==> src/rtl/long_division_types_pkg.sv <==
// Shared types and constants for the stream long divider.
// LONG_DIVISION_ROUND_EN (when defined) enables round-half-up quotients.
package long_division_types_pkg;

  typedef enum logic [1:0] {
    IDLE_E,
    WAIT_DIVISOR_E,
    DIVIDE_E,
    OUTPUT_E
  } long_div_state_t;

  // One quotient bit per iteration; rounding needs one guard bit beyond the LSB.
  function automatic int div_iters(input int n_bits, input int q_bits, input bit round_en);
    return n_bits + q_bits + (round_en ? 1 : 0);
  endfunction

endpackage

==> src/rtl/long_division_core.sv <==
// Iterative restoring divider: (dividend << Q) / divisor, one quotient bit per clock.
// LONG_DIVISION_ROUND_EN adds a guard iteration and rounds half up.
module long_division_core
  import long_division_types_pkg::*;
#(
  parameter int N_BITS_P = 32,
  parameter int Q_BITS_P = 11
) (
  input  logic                clk,
  input  logic                rst_n,
  input  logic                start_i,
  input  logic [N_BITS_P-1:0] dividend_i,
  input  logic [N_BITS_P-1:0] divisor_i,
  output logic                done_o,
  output logic [N_BITS_P-1:0] quotient_o,
  output logic                overflow_o
);

`ifdef LONG_DIVISION_ROUND_EN
  localparam bit ROUND_EN = 1'b1;
`else
  localparam bit ROUND_EN = 1'b0;
`endif
  localparam int ITERS = div_iters(N_BITS_P, Q_BITS_P, ROUND_EN);
  localparam int CNT_W = $clog2(ITERS + 1);
  localparam int SHIFT = ITERS - N_BITS_P;

  logic [N_BITS_P:0]   rem_q, rem_d;
  logic [ITERS-1:0]    quo_q, quo_d;
  logic [N_BITS_P-1:0] div_q, div_d;
  logic [CNT_W-1:0]    cnt_q, cnt_d;
  logic                busy_q, busy_d;
  logic [N_BITS_P:0]   trial;
  logic [N_BITS_P:0]   diff;
  logic                ge;

  // quo_q starts as the shifted numerator and fills with quotient bits from the right.
  always_comb begin
    rem_d  = rem_q;
    quo_d  = quo_q;
    div_d  = div_q;
    cnt_d  = cnt_q;
    busy_d = busy_q;
    trial  = {rem_q[N_BITS_P-1:0], quo_q[ITERS-1]};
    diff   = trial - {1'b0, div_q};
    ge     = rem_q[N_BITS_P] | (trial >= {1'b0, div_q});
    if (start_i) begin
      rem_d  = '0;
      quo_d  = {{SHIFT{1'b0}}, dividend_i} << SHIFT;
      div_d  = divisor_i;
      cnt_d  = CNT_W'(ITERS);
      busy_d = 1'b1;
    end else if (busy_q) begin
      rem_d = ge ? diff : trial;
      quo_d = {quo_q[ITERS-2:0], ge};
      cnt_d = cnt_q - CNT_W'(1);
      if (cnt_q == CNT_W'(1)) begin
        busy_d = 1'b0;
      end
    end
  end

  assign done_o = busy_q && (cnt_q == CNT_W'(1));

`ifdef LONG_DIVISION_ROUND_EN
  logic [N_BITS_P:0] rounded;
  always_comb begin
    rounded    = {1'b0, quo_d[N_BITS_P:1]} + {{N_BITS_P{1'b0}}, quo_d[0]};
    overflow_o = (|quo_d[ITERS-1:N_BITS_P+1]) | rounded[N_BITS_P];
    quotient_o = overflow_o ? {N_BITS_P{1'b1}} : rounded[N_BITS_P-1:0];
  end
`else
  always_comb begin
    overflow_o = |quo_d[ITERS-1:N_BITS_P];
    quotient_o = overflow_o ? {N_BITS_P{1'b1}} : quo_d[N_BITS_P-1:0];
  end
`endif

  always_ff @(posedge clk) begin
    if (!rst_n) begin
      busy_q <= 1'b0;
      cnt_q  <= '0;
    end else begin
      busy_q <= busy_d;
      cnt_q  <= cnt_d;
    end
  end

  always_ff @(posedge clk) begin
    rem_q <= rem_d;
    quo_q <= quo_d;
    div_q <= div_d;
  end

endmodule

==> src/rtl/long_division_axi4s.sv <==
// Stream wrapper: dividend beat, divisor beat (tlast=1), one quotient beat out.
// LONG_DIVISION_ROUND_EN (when defined) selects round-half-up in the core.
module long_division_axi4s
  import long_division_types_pkg::*;
#(
  parameter int AXI_DATA_WIDTH_P = 32,
  parameter int AXI_ID_WIDTH_P   = 2,
  parameter int N_BITS_P         = 32,
  parameter int Q_BITS_P         = 11
) (
  input  logic                        clk,
  input  logic                        rst_n,
  input  logic                        ing_tvalid,
  output logic                        ing_tready,
  input  logic [AXI_DATA_WIDTH_P-1:0] ing_tdata,
  input  logic                        ing_tlast,
  input  logic [AXI_ID_WIDTH_P-1:0]   ing_tid,
  output logic                        egr_tvalid,
  input  logic                        egr_tready,
  output logic [AXI_DATA_WIDTH_P-1:0] egr_tdata,
  output logic                        egr_tlast,
  output logic [AXI_ID_WIDTH_P-1:0]   egr_tid,
  output logic                        egr_tuser
);

  long_div_state_t             state_q;
  logic                        ing_tready_q;
  logic                        egr_tvalid_q;
  logic                        egr_tlast_q;
  logic                        egr_tuser_q;
  logic [AXI_DATA_WIDTH_P-1:0] egr_tdata_q;
  logic [AXI_ID_WIDTH_P-1:0]   egr_tid_q;
  logic [N_BITS_P-1:0]         dividend_q;
  logic [AXI_ID_WIDTH_P-1:0]   tid_q;

  logic                        ing_hs;
  logic [N_BITS_P-1:0]         operand;
  logic                        div_start;
  logic                        div_done;
  logic                        div_ovf;
  logic [N_BITS_P-1:0]         div_quot;

  assign ing_hs    = ing_tvalid & ing_tready_q;
  assign operand   = ing_tdata[N_BITS_P-1:0];
  assign div_start = (state_q == WAIT_DIVISOR_E) && ing_hs && ing_tlast && (operand != '0);

  long_division_core #(
    .N_BITS_P (N_BITS_P),
    .Q_BITS_P (Q_BITS_P)
  ) u_core (
    .clk        (clk),
    .rst_n      (rst_n),
    .start_i    (div_start),
    .dividend_i (dividend_q),
    .divisor_i  (operand),
    .done_o     (div_done),
    .quotient_o (div_quot),
    .overflow_o (div_ovf)
  );

  // Operand capture; ready is low outside IDLE/WAIT so handshakes only land there.
  always_ff @(posedge clk) begin
    if (ing_hs && !ing_tlast) begin
      dividend_q <= operand;
    end
    if (div_start) begin
      tid_q <= ing_tid;
    end
  end

  always_ff @(posedge clk) begin
    if (!rst_n) begin
      state_q      <= IDLE_E;
      ing_tready_q <= 1'b0;
      egr_tvalid_q <= 1'b0;
      egr_tlast_q  <= 1'b0;
      egr_tuser_q  <= 1'b0;
      egr_tdata_q  <= '0;
      egr_tid_q    <= '0;
    end else begin
      case (state_q)
        IDLE_E: begin
          ing_tready_q <= 1'b1;
          if (ing_hs && !ing_tlast) begin
            state_q <= WAIT_DIVISOR_E;
          end
        end
        WAIT_DIVISOR_E: begin
          ing_tready_q <= 1'b1;
          if (ing_hs && ing_tlast) begin
            ing_tready_q <= 1'b0;
            if (operand == '0) begin
              state_q      <= OUTPUT_E;
              egr_tvalid_q <= 1'b1;
              egr_tlast_q  <= 1'b1;
              egr_tuser_q  <= 1'b1;
              egr_tdata_q  <= AXI_DATA_WIDTH_P'({N_BITS_P{1'b1}});
              egr_tid_q    <= ing_tid;
            end else begin
              state_q <= DIVIDE_E;
            end
          end
        end
        DIVIDE_E: begin
          ing_tready_q <= 1'b0;
          if (div_done) begin
            state_q      <= OUTPUT_E;
            egr_tvalid_q <= 1'b1;
            egr_tlast_q  <= 1'b1;
            egr_tuser_q  <= div_ovf;
            egr_tdata_q  <= AXI_DATA_WIDTH_P'(div_quot);
            egr_tid_q    <= tid_q;
          end
        end
        OUTPUT_E: begin
          if (egr_tready) begin
            state_q      <= IDLE_E;
            egr_tvalid_q <= 1'b0;
            egr_tlast_q  <= 1'b0;
            ing_tready_q <= 1'b1;
          end
        end
        default: begin
          state_q      <= IDLE_E;
          ing_tready_q <= 1'b0;
          egr_tvalid_q <= 1'b0;
          egr_tlast_q  <= 1'b0;
        end
      endcase
    end
  end

  assign ing_tready = ing_tready_q;
  assign egr_tvalid = egr_tvalid_q;
  assign egr_tlast  = egr_tlast_q;
  assign egr_tuser  = egr_tuser_q;
  assign egr_tdata  = egr_tdata_q;
  assign egr_tid    = egr_tid_q;

endmodule

==> config.mk <==
export PLATFORM = sky130hd
export DESIGN_NAME = long_division_axi4s
export DESIGN_NICKNAME = d
export VERILOG_FILES = /design/src/rtl/long_division_types_pkg.sv /design/src/rtl/long_division_core.sv /design/src/rtl/long_division_axi4s.sv
export SDC_FILE = /design/constraint.sdc
export NUM_CORES = 1
export LEC_CHECK = 0
export ABC_AREA = 1
export CORE_ASPECT_RATIO = 0.9
export CORE_MARGIN = 4
export CORE_UTILIZATION = 50
export DETAILED_ROUTE_END_ITERATION = 6
export PLACE_DENSITY = 0.7
export SLEW_MARGIN = 20
export SYNTH_ARGS = -nofsm -noshare
export SYNTH_HDL_FRONTEND = slang
export SYNTH_SLANG_ARGS = --single-unit
==> constraint.sdc <==
create_clock -name clk -period 7.87 [get_ports clk]
set_input_delay 1.574 -clock clk [delete_from_list [all_inputs] [get_ports clk]]
set_output_delay 1.574 -clock clk [all_outputs]
set_load 0.02 [all_outputs]
# Yosys cells after proc, flatten, opt, wreduce, memory -nomap -nowiden
# Index checks and enable logic that the tools add are counted.
[word_totals]
output_inout_bits = 38
register_bits = 188
in_bits = 39
[op_classes]
addsub = 2
n_mux = 33
n_eq_ne = 9
n_reduce_logical = 18
bitwise_logic = 3
n_lt_le_gt_ge = 1
[op_table]
columns = ["cell", "n"]
rows = [
  ["32-bit 2-to-1 mux", 4],
  ["43-bit 2-to-1 mux", 2],
  ["32-bit one-hot mux with 2 select lines", 1],
  ["33-bit by 32-bit >= comparator with 1-bit output", 1],
  ["33-bit 2-to-1 mux", 1],
  ["33-bit by 32-bit subtractor with 33-bit output", 1],
  ["32-bit zero test", 1],
  ["32-bit nonzero test", 1],
  ["2-bit 2-to-1 mux", 7],
  ["6-bit 2-to-1 mux", 2],
  ["1-bit 2-to-1 mux", 11],
  ["11-bit OR reduction", 1],
  ["2-bit one-hot mux with 4 select lines", 1],
  ["4-bit AND reduction", 2],
  ["6-bit by 1-bit == test with 1-bit output (second input constant)", 1],
  ["1-bit logical AND", 6],
  ["2-bit != test (second input constant)", 3],
  ["6-bit by 1-bit subtractor with 6-bit output (second input constant)", 1],
  ["5-bit AND reduction", 1],
  ["2-bit == test (second input constant)", 2],
  ["2-bit by 1-bit != test with 1-bit output (second input constant)", 2],
  ["1-bit one-hot mux with 4 select lines", 1],
  ["2-bit one-hot mux with 2 select lines", 1],
  ["2-bit nonzero test", 2],
  ["10 further kinds", 10],
]

# Depth between registers and ports, before layout
[logic_depth]
word_depth = 9
ltp_mapped = 17
ltp_nobuf = 16

# Cells and area by module
# From an unflattened synthesis, not the netlist that was laid out.
[unflattened]
hier_cells = 1379
hier_area_um2 = 10253.6
[by_module_without_submodules]
columns = ["module", "cells_each", "instances", "area_per_inst_um2"]
rows = [
  ["long_division_core", 1038, 1, 7253.2],
  ["long_division_axi4s", 341, 1, 3000.4],
]

# Worst setup path after synthesis
# No wires, ideal clock.
[synth_timing]
path_kind = "in2reg"
startpoint = "input ing_tvalid"
endpoint = "register egr_tdata_q[25] (netlist: egr_tdata[25])"
t_arrival_ns = 3.890
n_path_buf = 2
slack_ns = 3.924
cell_stages = 10
path_cell_list = "nand2_1 nor3b_4 o21ai_2 buf_6 inv_6 clkbuf_1 o21bai_1 nand3_2 nand2_1 inv_1"
[synth_between]
elab_chain_len = 9
[synth_lines]
columns = ["item", "line", "rtl"]
rows = [
  ["start: declaration", "long_division_axi4s.sv:13", "input logic ing_tvalid,"],
  ["1-bit bitwise AND *", "long_division_axi4s.sv:43", "assign ing_hs = ing_tvalid & ing_tready_q;"],
  ["1-bit logical AND * (3 in series)", "long_division_axi4s.sv:45", "assign div_start = (state_q == WAIT_DIVISOR_E) && ing_hs && ing_tlast && (operand != '0);"],
  ["named net div_start", "long_division_axi4s.sv:38", "logic div_start;"],
  ["43-bit 2-to-1 mux *", "long_division_core.sv:47", "if (start_i) begin"],
  ["11-bit OR reduction", "long_division_core.sv:74", "overflow_o = |quo_d[ITERS-1:N_BITS_P];"],
  ["32-bit 2-to-1 mux *", "long_division_core.sv:75", "quotient_o = overflow_o ? {N_BITS_P{1'b1}} : quo_d[N_BITS_P-1:0];"],
  ["32-bit 2-to-1 mux *", "long_division_axi4s.sv:106", "if (div_done) begin"],
  ["32-bit one-hot mux with 2 select lines *", "long_division_axi4s.sv:81", "case (state_q)"],
  ["end signal: assignment", "long_division_axi4s.sv:97", "egr_tdata_q <= AXI_DATA_WIDTH_P'({N_BITS_P{1'b1}});"],
  ["end signal: assignment", "long_division_axi4s.sv:111", "egr_tdata_q <= AXI_DATA_WIDTH_P'(div_quot);"],
  ["end: declaration", "long_division_axi4s.sv:31", "logic [AXI_DATA_WIDTH_P-1:0] egr_tdata_q;"],
]
# Mark *: on every way through the listed nets, which the timed path passes. The rest lies on a longest branch. The select of a mux whose other input is x is not followed.
# A chain may end at the register's enable or synchronous reset.

# Worst setup path in the final report
[layout_timing]
startpoint = "input ing_tdata[8]"
endpoint = "register egr_tdata_q[17] (netlist: egr_tdata[17])"
[layout_between]
elab_chain_len = 7
[layout_lines]
columns = ["item", "line", "rtl"]
rows = [
  ["start: declaration", "long_division_axi4s.sv:15", "input logic [AXI_DATA_WIDTH_P-1:0] ing_tdata,"],
  ["32-bit nonzero test", "long_division_axi4s.sv:45", ""],
  ["1-bit logical AND", "long_division_axi4s.sv:45", ""],
  ["43-bit 2-to-1 mux", "long_division_core.sv:47", ""],
  ["11-bit OR reduction", "long_division_core.sv:74", ""],
  ["32-bit 2-to-1 mux", "long_division_core.sv:75", ""],
  ["32-bit 2-to-1 mux", "long_division_axi4s.sv:106", ""],
  ["32-bit one-hot mux with 2 select lines", "long_division_axi4s.sv:81", ""],
]
# Several ways; a longest one is shown, not always the timed one. The select of a mux whose other input is x is not followed.

==> results.py <==
metrics = {
    "run_status": {
        "status": "completed",
    },
    "global_route": {
        "grt_max_degree": 65,
        "wire_length_of_the_first_global_routing_pass_mm": 40.2,
        "antenna_violations_before_repair": 1,
        "first_global_vias": 8021,
        "global_route.overflow_total": 0,
        "track_usage_pct": 22.3,
    },
    "placement": {
        "placedCellCount": 1653,
        "place.detailed.hpwl_mm": 17.8,
        "place.gp.congestion": 0.948,
        "portBuffers": 76,
    },
    "route": {
        "antenna_violating_nets_post_route": 0,
        "vias_per_cell": 5.11,
        "routedWlPerCell_microns": 14.5,
        "drtIter0Drc": 688,
        "routed_wl_mm": 24.5,
        "drc": 0,
        "detailed_route_via_count": 8612,
        "drt_pre_antenna_iters": 5,
    },
    "cells_and_area": {
        "postLayoutCoreUtil_pct": 59.3,
        "mostFrequentLayoutCells": "sky130_fd_sc_hd__nand2_1, sky130_fd_sc_hd__nor2_1, sky130_fd_sc_hd__inv_1",
        "fraction_of_final_layout_cells_with_drive_strength_greater_than_1_pct": 5.44,
        "mostFrequentLayoutCell": "sky130_fd_sc_hd__nand2_1",
        "fillCellCount": 1794,
        "finished_layout_cells": 1685,
        "finalNetCount": 1501,
        "antenna_diode_count": 0,
        "syn_to_final_growth_pct": 15.1,
    },
    "logic_synthesis": {
        "syn_nets": 1441,
        "postSynthRegisterBits": 188,
        "post_synth_instance_area_sq_mm": 0.0100,
        "syn_area_per_cell_sq_um": 7.36,
        "synth-warning-count": 0,
        "synth_cell_type_count": 42,
        "synthCells": 1362,
        "synth_seq_area_share_pct": 44.1,
    },
    "min_path": {
        "holdCritStartpoint": "u_core.rem_q[32]",
        "hold_class": "flop to flop",
    },
    "timing": {
        "slew_limit_fails": 0,
        "max-slew-margin-rel_pct": 30.0,
        "grt_setup_unrepaired": "no",
        "timing_worst_slew_pin_value_ns": 1.05,
        "totalNegativeSetupSlack_ns": 0,
        "maximum_clock_frequency_mhz": 219,
        "timing.final.hold_violations": 0,
        "fin_crit_sh_pct": 58.0,
        "final.min_clock_period_ns": 4.57,
        "report.final.setup_viol": 0,
        "clock-skew-final_ns": 0.0197,
    },
    "die": {
        "start_util_pct": 51.5,
        "chipWidth_microns": 157,
        "floorplan.die_area_sq_mm": 0.0224,
        "placement_rows": 48,
        "fp.coreArea_sq_mm": 0.0195,
        "io_pins": 77,
        "die-height_microns": 142,
    },
    "worst_setup_path": {
        "timing.critical_path.fanout_max": 61,
        "timing.critical_path.max_delay_family": "simple AND/OR/NAND/NOR gates",
        "setup.worst_path.start_class": "primary input",
        "setup.worst_path.class": "primary input to flop",
        "cpPeakStageDelay_ns": 0.81,
        "crit_top_cell": "sky130_fd_sc_hd__nand2_1",
        "critical_path_buf_inv_count": 4,
        "worstSetupEndpointType": "flop",
        "cp.required_ns": 8.21,
        "crit_path_start": "ing_tdata[8]",
        "worst_path_arrival_ns": 4.91,
        "critical_path.cell_chain": "clkdlybuf4s50_1, nor2_1, nand2_1, nor2_1, nand2_1, o21ai_4, buf_4, inv_6, nand2_1, nand2_1, nand2_1, nor2_4, nand3_1, nand2_1, inv_1",
        "critical_path.reg2reg.startpoint": "state_q[1]",
        "cpMaxStageDelayCell": "sky130_fd_sc_hd__nor2_4",
    },
    "clock_tree": {
        "cts_tree": "done",
        "cts_repair_resize_count": 0,
        "clkSlewWorstSetupHoldPaths_ns": 0.08,
        "cts-buffers-inserted": 17,
        "clock_sink_count": 188,
        "ctsRootBufferMaster": "sky130_fd_sc_hd__clkbuf_16",
        "cts_htree_levels": 4,
        "hold_buffers": 0,
        "max-clock-path-buffers": 2,
        "insertion_delay_ns": 0.44,
        "postCtsSetupRepairBufs": 0,
    },
    "run": {
        "maxCapViolCount": 0,
    },
    "power_and_ir_drop": {
        "power_per_cell_area_mw_per_mm2": 253,
        "leakage_power_figure_nw": 5.25,
        "worst_ir_drop_vdd_v": 0.000137,
    },
}
==> layer usage <==
| metal | GRT usage [%] | part of all wire, % |
|---|---|---|
| met3 | 4.47 | 4.9 |
| met1 | 32.8 | 50 |
| met4 | 4.07 | 0.47 |
| met5 | 0 | 0.041 |
| met2 | 34.7 | 45 |
==> kinds of logic (layout without fill, tap and decap cells) <==
family	after synthesis	in the layout	share of synthesized area, %
multiplexers	2	2	0.200
flip-flops	188	188	44.1
XOR/XNOR	19	19	1.66
adder cells (fa/ha/maj)	40	40	5.07
AND/OR/NAND/NOR	702	702	29.5
buffers and inverters	237	310	9.48
AO/OA/AOI/OAI	174	174	9.97
==> worst paths after layout <==
| path | endpoint | slack (ns) | cells after the start |
|---|---|---|---|
| setup / recovery | egr_tdata[17] | 3.30 | 15 |
| hold / removal | u_core.rem_q[32] | 0.47 | 2 |
| setup reg to reg | egr_tdata[17] | 4.26 | 14 |
| hold reg to reg | u_core.rem_q[32] | 0.47 | 2 |
==> worst register-to-register path, delay by kind of cell (launching register included) <==
family / cells / cell delay, ns
flops: 1 / 0.33
simple gates: 7 / 1.78
compound gates: 1 / 0.09
fa+ha+maj: 1 / 0.26
buf+inv: 5 / 1.06
==> power by group <==
part	internal (mW)	total (mW)	switching (mW)
logic	0.320	0.802	0.482
registers	1.20	1.28	0.0855
clock network	0.438	0.841	0.403
total	1.95	2.92	0.971
==> cell usage after synthesis, drive strengths merged <==
cell	number	area, sq um
mux2i	2	20.0
o21bai	22	165
o21ai	80	404
o211ai	18	135
xor2	6	52.6
o21a	2	15.0
and2	2	12.5
or2	8	50.1
nand2	358	1350
a211oi	1	7.51
xnor2	13	114
nand4	8	50.1
a221oi	1	8.76
nor3b	1	18.8
fa	1	20.0
dfxtp	122	2440
a21boi	1	7.51
clkbuf	21	78.8
nand3	97	581
a21o	2	15.0
a21oi	45	229
edfxtp	66	1980
buf	22	139
nor2	218	842
nor3	10	50.1
inv	193	729
clkinv	1	3.75
ha	39	488
a31oi	2	12.5
==> cell type report <==
class / instances / area (sq um) / area share, %
flip-flops and latches: 188 / 4420 / 38.3
inverters: 194 / 733 / 6.35
clock inverters: 13 / 123 / 1.06
well taps: 250 / 313 / 2.71
clock buffers: 19 / 454 / 3.93
multi-input cells: 937 / 4670 / 40.5
repair buffers: 84 / 821 / 7.11
==> flip-flops by register name (all words and copies together), names as in the netlist, 2 cells and up <==
signal,flops
u_core.div_q,32
egr_tid,2
u_core.quo_q,43
tid_q,2
u_core.cnt_q,6
dividend_q,32
egr_tdata,32
u_core.rem_q,33
state_q,2
==> stage by stage <==
step	power (mW)	hold WS, ns	setup WS [ns]	area [sq um]
final	2.92	0.471	3.30	11500
after global placement	2.09	0.449	2.97	11000
after global routing	3.11	0.501	3.01	11500
after floorplan	1.82	0.428	3.92	10000
after detailed placement	2.11	0.453	2.84	11000
after CTS	2.95	0.466	3.31	11500
No activity file was read; power rests on OpenSTA's default activity.
